**config.mk**
```make
export PLATFORM = sky130hd
export DESIGN_NAME = riscv_core_rf_mp
export DESIGN_NICKNAME = d
export VERILOG_FILES = /design/src/rtl/riscv_core_rf_pkg.sv /design/src/rtl/riscv_core_rf_sb.sv /design/src/rtl/riscv_core_rf_mp.sv
export SDC_FILE = /design/constraint.sdc
export NUM_CORES = 2
export LEC_CHECK = 0
export BUFFER_PORTS_ARGS = -buffer_cell sky130_fd_sc_hd__buf_4
export CORE_ASPECT_RATIO = 0.75
export CORE_UTILIZATION = 37
export DETAILED_ROUTE_END_ITERATION = 16
export PLACE_DENSITY_LB_ADDON = 0.08
export REMOVE_ABC_BUFFERS = 1
export SLEW_MARGIN = 40
export SYNTH_ARGS = -nofsm -noshare
export SYNTH_HDL_FRONTEND = slang
export SYNTH_HIERARCHICAL = 1
export SYNTH_SLANG_ARGS = --single-unit
```
**constraint.sdc**
```tcl
create_clock -name i_rf_clk -period 102.1 [get_ports i_rf_clk]
set_input_delay 10.21 -clock i_rf_clk [delete_from_list [all_inputs] [get_ports i_rf_clk]]
set_output_delay 10.21 -clock i_rf_clk [all_outputs]
set_load 0.02 [all_outputs]
```
**src/rtl/riscv_core_rf_pkg.sv**
```systemverilog
// Shared types and ABI constants for the multi-port integer register file.
package riscv_core_rf_pkg;

  localparam int unsigned XLEN_DEF  = 64;
  localparam int unsigned NREGS_DEF = 32;
  localparam int unsigned AW_DEF    = $clog2(NREGS_DEF);

  typedef logic [AW_DEF-1:0] reg_idx_t;

  localparam reg_idx_t REG_ZERO = reg_idx_t'(0);
  localparam reg_idx_t REG_SP   = reg_idx_t'(2);
  localparam reg_idx_t REG_GP   = reg_idx_t'(3);

  localparam logic [63:0] SP_INIT_DEF = 64'h0000_0000_7fff_fff0;
  localparam logic [63:0] GP_INIT_DEF = 64'h0000_0000_1000_0000;

endpackage

```
**src/rtl/riscv_core_rf_sb.sv**
```systemverilog
// Busy-bit scoreboard: one pending-writeback flag per architectural register.
module riscv_core_rf_sb
  import riscv_core_rf_pkg::*;
#(
  parameter int unsigned NREGS = NREGS_DEF,
  parameter int unsigned NWR   = 1,
  parameter int unsigned AW    = $clog2(NREGS)
) (
  input  logic                    clk_i,
  input  logic                    rst_i,
  input  logic [NWR-1:0]          we_i,
  input  logic [NWR-1:0][AW-1:0]  wa_i,
  input  logic                    alloc_i,
  input  logic [AW-1:0]           alloc_a_i,
  input  logic                    flush_i,
  output logic [NREGS-1:0]        busy_o
);

  logic [NREGS-1:0] busy_q, busy_d;

  // Order matters: clear, then set (alloc supersedes), then flush.
  always_comb begin
    busy_d = busy_q;
    for (int k = 0; k < NWR; k++) begin
      if (we_i[k] && (wa_i[k] != '0)) begin
        busy_d[wa_i[k]] = 1'b0;
      end
    end
    if (alloc_i && (alloc_a_i != '0)) begin
      busy_d[alloc_a_i] = 1'b1;
    end
    if (flush_i) begin
      busy_d = '0;
    end
    busy_d[0] = 1'b0;
  end

  always_ff @(posedge clk_i or posedge rst_i) begin
    if (rst_i) begin
      busy_q <= '0;
    end else begin
      busy_q <= busy_d;
    end
  end

  assign busy_o = busy_q;

endmodule

```
**src/rtl/riscv_core_rf_mp.sv**
```systemverilog
// Multi-port integer register file with write-to-read bypass and busy scoreboard.
module riscv_core_rf_mp
  import riscv_core_rf_pkg::*;
#(
  parameter int unsigned     XLEN    = XLEN_DEF,
  parameter int unsigned     NREGS   = NREGS_DEF,
  parameter int unsigned     NRD     = 2,
  parameter int unsigned     NWR     = 1,
  parameter logic [XLEN-1:0] SP_INIT = XLEN'(SP_INIT_DEF),
  parameter logic [XLEN-1:0] GP_INIT = XLEN'(GP_INIT_DEF),
  localparam int unsigned    AW      = $clog2(NREGS)
) (
  input  logic                     i_rf_clk,
  input  logic                     i_rf_rst,
  input  logic [NRD-1:0][AW-1:0]   i_rf_ra,
  output logic [NRD-1:0][XLEN-1:0] o_rf_rd,
  output logic [NRD-1:0]           o_rf_busy,
  input  logic [NWR-1:0]           i_rf_we,
  input  logic [NWR-1:0][AW-1:0]   i_rf_wa,
  input  logic [NWR-1:0][XLEN-1:0] i_rf_wd,
  input  logic                     i_rf_alloc,
  input  logic [AW-1:0]            i_rf_alloc_a,
  input  logic                     i_rf_flush
);

  logic [XLEN-1:0]  rf_q [NREGS];
  logic [XLEN-1:0]  rf_d [NREGS];
  logic [NREGS-1:0] busy;
  logic [NWR-1:0]   wv;

  always_comb begin
    for (int k = 0; k < NWR; k++) begin
      wv[k] = i_rf_we[k] && (i_rf_wa[k] != '0);
    end
  end

  // Later ports overwrite earlier ones, so the highest index wins.
  always_comb begin
    for (int r = 0; r < NREGS; r++) begin
      rf_d[r] = rf_q[r];
    end
    for (int k = 0; k < NWR; k++) begin
      if (wv[k]) begin
        rf_d[i_rf_wa[k]] = i_rf_wd[k];
      end
    end
  end

  always_ff @(posedge i_rf_clk or posedge i_rf_rst) begin
    if (i_rf_rst) begin
      for (int r = 0; r < NREGS; r++) begin
        if (r == int'(REG_SP)) begin
          rf_q[r] <= SP_INIT;
        end else if (r == int'(REG_GP)) begin
          rf_q[r] <= GP_INIT;
        end else begin
          rf_q[r] <= '0;
        end
      end
    end else begin
      for (int r = 1; r < NREGS; r++) begin
        rf_q[r] <= rf_d[r];
      end
      rf_q[0] <= '0;
    end
  end

  riscv_core_rf_sb #(
    .NREGS (NREGS),
    .NWR   (NWR),
    .AW    (AW)
  ) u_sb (
    .clk_i     (i_rf_clk),
    .rst_i     (i_rf_rst),
    .we_i      (i_rf_we),
    .wa_i      (i_rf_wa),
    .alloc_i   (i_rf_alloc),
    .alloc_a_i (i_rf_alloc_a),
    .flush_i   (i_rf_flush),
    .busy_o    (busy)
  );

  // A same-cycle writer supplies the data and hides the clearing busy bit.
  always_comb begin
    for (int p = 0; p < NRD; p++) begin
      o_rf_rd[p]   = rf_q[i_rf_ra[p]];
      o_rf_busy[p] = busy[i_rf_ra[p]];
      for (int k = 0; k < NWR; k++) begin
        if (wv[k] && (i_rf_wa[k] == i_rf_ra[p])) begin
          o_rf_rd[p]   = i_rf_wd[k];
          o_rf_busy[p] = 1'b0;
        end
      end
      if (i_rf_ra[p] == '0) begin
        o_rf_rd[p]   = '0;
        o_rf_busy[p] = 1'b0;
      end
    end
  end

endmodule

```
==> impl.org <==
** Finish
- Most common cell after layout, fill and taps aside :: mux2_2
- Summing all flip-flop and latch instances after layout gives 0.05046 mm^2.
- The final layout contains 7,397 nets.
- The finished cells cover 0.1221 mm^2.
- Of the cells placed in the final design, the portion with a size suffix greater than 1 is 0.4951.
- Fillers :: 26,710
- Summing all multi-input logic gate instances after layout gives 0.05492 mm^2.
- Area added between synthesis and finish :: 11.95%
- Highest-count cells in the layout ignoring fill and taps :: mux2_2 (2,006), dfrtp_1 (1,987), mux4_2 (807)

** Worst setup path
- Library cell appearing most often on the critical path :: buf_4
- Data on the critical path is required at its endpoint by 91.89 ns.
- Crit path max-delay cell type :: buf_4
- Path type of the worst setup path :: in -> out
- Crit. End Element :: primary output
- In this design, the largest share of critical-path delay is due to buffers and inverters.
- Worst Path Arrival :: 14.87 ns
- The worst setup path is launched from an input pin.
- Slowest cell delay on critical path :: 0.76 ns
- In this run the worst path has a maximum fanout of 67.
- Number of buffer and inverter instances along the worst setup path :: 6
- CP Cell Sequence :: buf_8, buf_12, buf_4, xnor2_1, o2111ai_2, nor2_4, buf_4, buf_4, a211o_1, buf_4

** Min path
- The tightest min-delay check is of the reg -> reg type.

** Floorplanning
- The core region is 0.2929 mm^2.
- For this design the top-level I/O count stands at 219.
- In this run the horizontal extent of the chip is 628.9 um.
- Height of the die :: 472.2 um
- After floorplanning, the core was divided into 172 placement rows.
- For this configuration, the core starts out at a cell density of 0.3723.
- The die covers 0.2969 mm^2.

** Detailed routing
- Wirelength, routed :: 417,700 um
- The detailed router placed 72,540 vias in this run.
- Starting DRC count in detailed routing :: 6,919
- Avg WL per Cell :: 36.61 um
- Routed vias/inst :: 6.358
- The count of nets left with antenna violations once routing finished came out at 0.
- First-pass iteration count of the detailed router :: 6
- DRC :: 0

** Timing
- Final setup violating endpoints :: 0
- Final worst path period share :: 0.2456
- The worst path needs 25.08 ns of the cycle, external delays included.
- Summed over all failing endpoints, the final setup total negative slack is 0 ns.
- The number of endpoints with negative hold slack in the final report came to 0.
- Worst slew margin relative to its limit :: 0.3423
- The clock arrives with 0 ns of skew.
- Derived from the worst setup path, the maximum achievable clock frequency is 0.03988 GHz.
- For the pin with the worst max-slew slack, the measured transition is 0.9866 ns.
- Setup repair after global routing left no endpoint under its margin.
- Final Max Slew Viols :: 0

** Logic synthesis
- For this run, the leading register cell type out of synthesis is dfrtp_1.
- After synthesis the netlist holds a flip-flop and latch count of 2,015.
- Counting flops with a built-in enable in the synthesized netlist gives 0.
- Post-Synthesis Cell Area :: 0.1091 mm^2
- Total number of yosys warnings :: 6
- Yosys attributes the largest share of cell area to dfrtp_1 (46%), mux2_2 (21%), mux4_2 (17%).
- Synthesis produced 7,465 cells.
- Of the post-synthesis cell area, the dominant cell type holds 0.4559.
- Cell variety after synth :: 68
- Post-synth top area cell :: dfrtp_1
- A synthesized cell averages 14.61 um^2.
- Of the synthesized area, sequential elements account for 0.4627.
- Post-synthesis async set-or-reset flop share :: 1.000

** Global route
- The first global-routing pass estimated 597,000 um of wire.
- Entering global routing, the biggest net connects 137 pins.
- Initial antenna violation count :: 24
- In the global route stage, overall resource usage came out at 0.2791.
- Overflow left after global routing :: 0
- Via count of the first global-routing pass :: 74,880

** Clock network
- After clock tree synthesis, the clock-pin slew on the worst setup and hold paths is 0.06 ns.
- Buffer depth of the longest clock path :: 4
- Number of gates given a new drive strength after cts :: 0
- Count of clock tree sinks :: 2,015
- The later pin in the worst-skew pair is clocked with a latency of 0.91 ns.
- H-tree depth :: 4
- After clock tree synthesis, the flow added hold-fix buffers numbering 0.
- TritonCTS built the clock tree.
- Root cell of the clock tree :: clkbuf_16
- In this run, CTS created clock tree buffers numbering 226.
- In this run the post-CTS setup repair buffer count came out at 0.

** Placed design
- Placed Area :: 0.1144 mm^2
- Placed wire-length estimate after detailed placement :: 235,700 um
- # port buffers :: 218
- At the end of routability-driven placement, the weighted congestion stood at 0.7787.

** Power
- Overall power consumption after layout is estimated at 0.002429 W.
- Dividing total power by cell area gives a power density of 19.89 mW/mm^2.
- The worst-case IR drop observed on VDD is 0.01704 mV.
- Standby leakage power :: 52.61 nW

** Run status
- The run finished with clean final reports.

** Flow run
- Total of max-cap violations :: 0
worst reg2reg max path, stage by stage, from the launching register on:
cell and delay [ns]:
dfrtp_1 0.41, nor2b_1 0.14, o21ai_0 0.08, o21ai_0 0.13
cells in the mapped netlist (all sizes together), types with 42 or more instances:
master,count
a21oi,109
a22o,60
nand3,92
mux2i,336
a211oi,63
buf,400
o22ai,78
nand2,162
mux4,807
o221ai,128
a22oi,173
nor2b,42
o21ai,66
dfrtp,1987
nor2,81
a211o,60
mux2,2129
clkbuf,424
logic make-up after synthesis:
group / count (synthesis) / share of synthesized area
flops: 2015 / 0.4627
buf+inv: 830 / 0.03701
simple gates: 438 / 0.01991
compound gates: 899 / 0.06224
xor+xnor: 10 / 0.0008031
mux: 3272 / 0.4173
other cells: 1 / 0.00003439
through the flow:
step | setup WS, ns | hold WS [ns] | std cells | utilization
3_5_place_dp | 77.03 | 0.4923 | 10990 | 0.3905
2_1_floorplan | 35.90 | 0.4698 | 6641 | -
5_1_grt | 76.94 | 0.5238 | 11410 | 0.4168
6_report | 77.02 | 0.5069 | 11410 | 0.4168
3_3_place_gp | 76.75 | 0.4849 | 10960 | 0.3876
4_1_cts | 77.02 | 0.5068 | 11400 | 0.4162
power by group:
| part | internal [W] | switching [W] |
|---|---|---|
| Clock | 0.000492 | 0.000356 |
| Combinational | 0.000288 | 0.000218 |
| Sequential | 0.000955 | 0.000119 |
metal layers:
layer  vias to the layer above  track usage  part of all wire
met4                        12      0.07800             0.029
li1                      28880            -                 -
met2                      2674       0.4231              0.45
met3                       599      0.04706             0.061
met5                         -            0           0.00017
met1                     40380       0.4111              0.46
state kept, by name, indices dropped and copies added (netlist names):
name,flops
rf_q,1984
u_sb/busy_o,31
final timing paths:
path / start / end / slack, ns / cells after the start
max: i_rf_ra[1] / o_rf_rd[0] / 77.02 / 10
min: rf_q[615] / rf_q[615] / 0.51 / 1
max reg2reg: u_sb/busy_o[23] / u_sb/busy_o[23] / 101.20 / 3
min reg2reg: rf_q[615] / rf_q[615] / 0.51 / 1
max in group asynchronous: i_rf_rst / rf_q[881] / 89.29 / 7
min in group asynchronous: i_rf_rst / rf_q[645] / 9.28 / 2
final cells by class:
type | instances | share of cell area
clock inverter | 65 | 0.005903
antenna | 5 | 0.0001025
timing repair buffer | 439 | 0.03456
tap | 3915 | 0.04012
multi-input combinational | 4620 | 0.4499
inverter | 6 | 0.0002870
clock buffer | 345 | 0.05585
sequential | 2015 | 0.4133
Power figures use the tool's default switching activity.
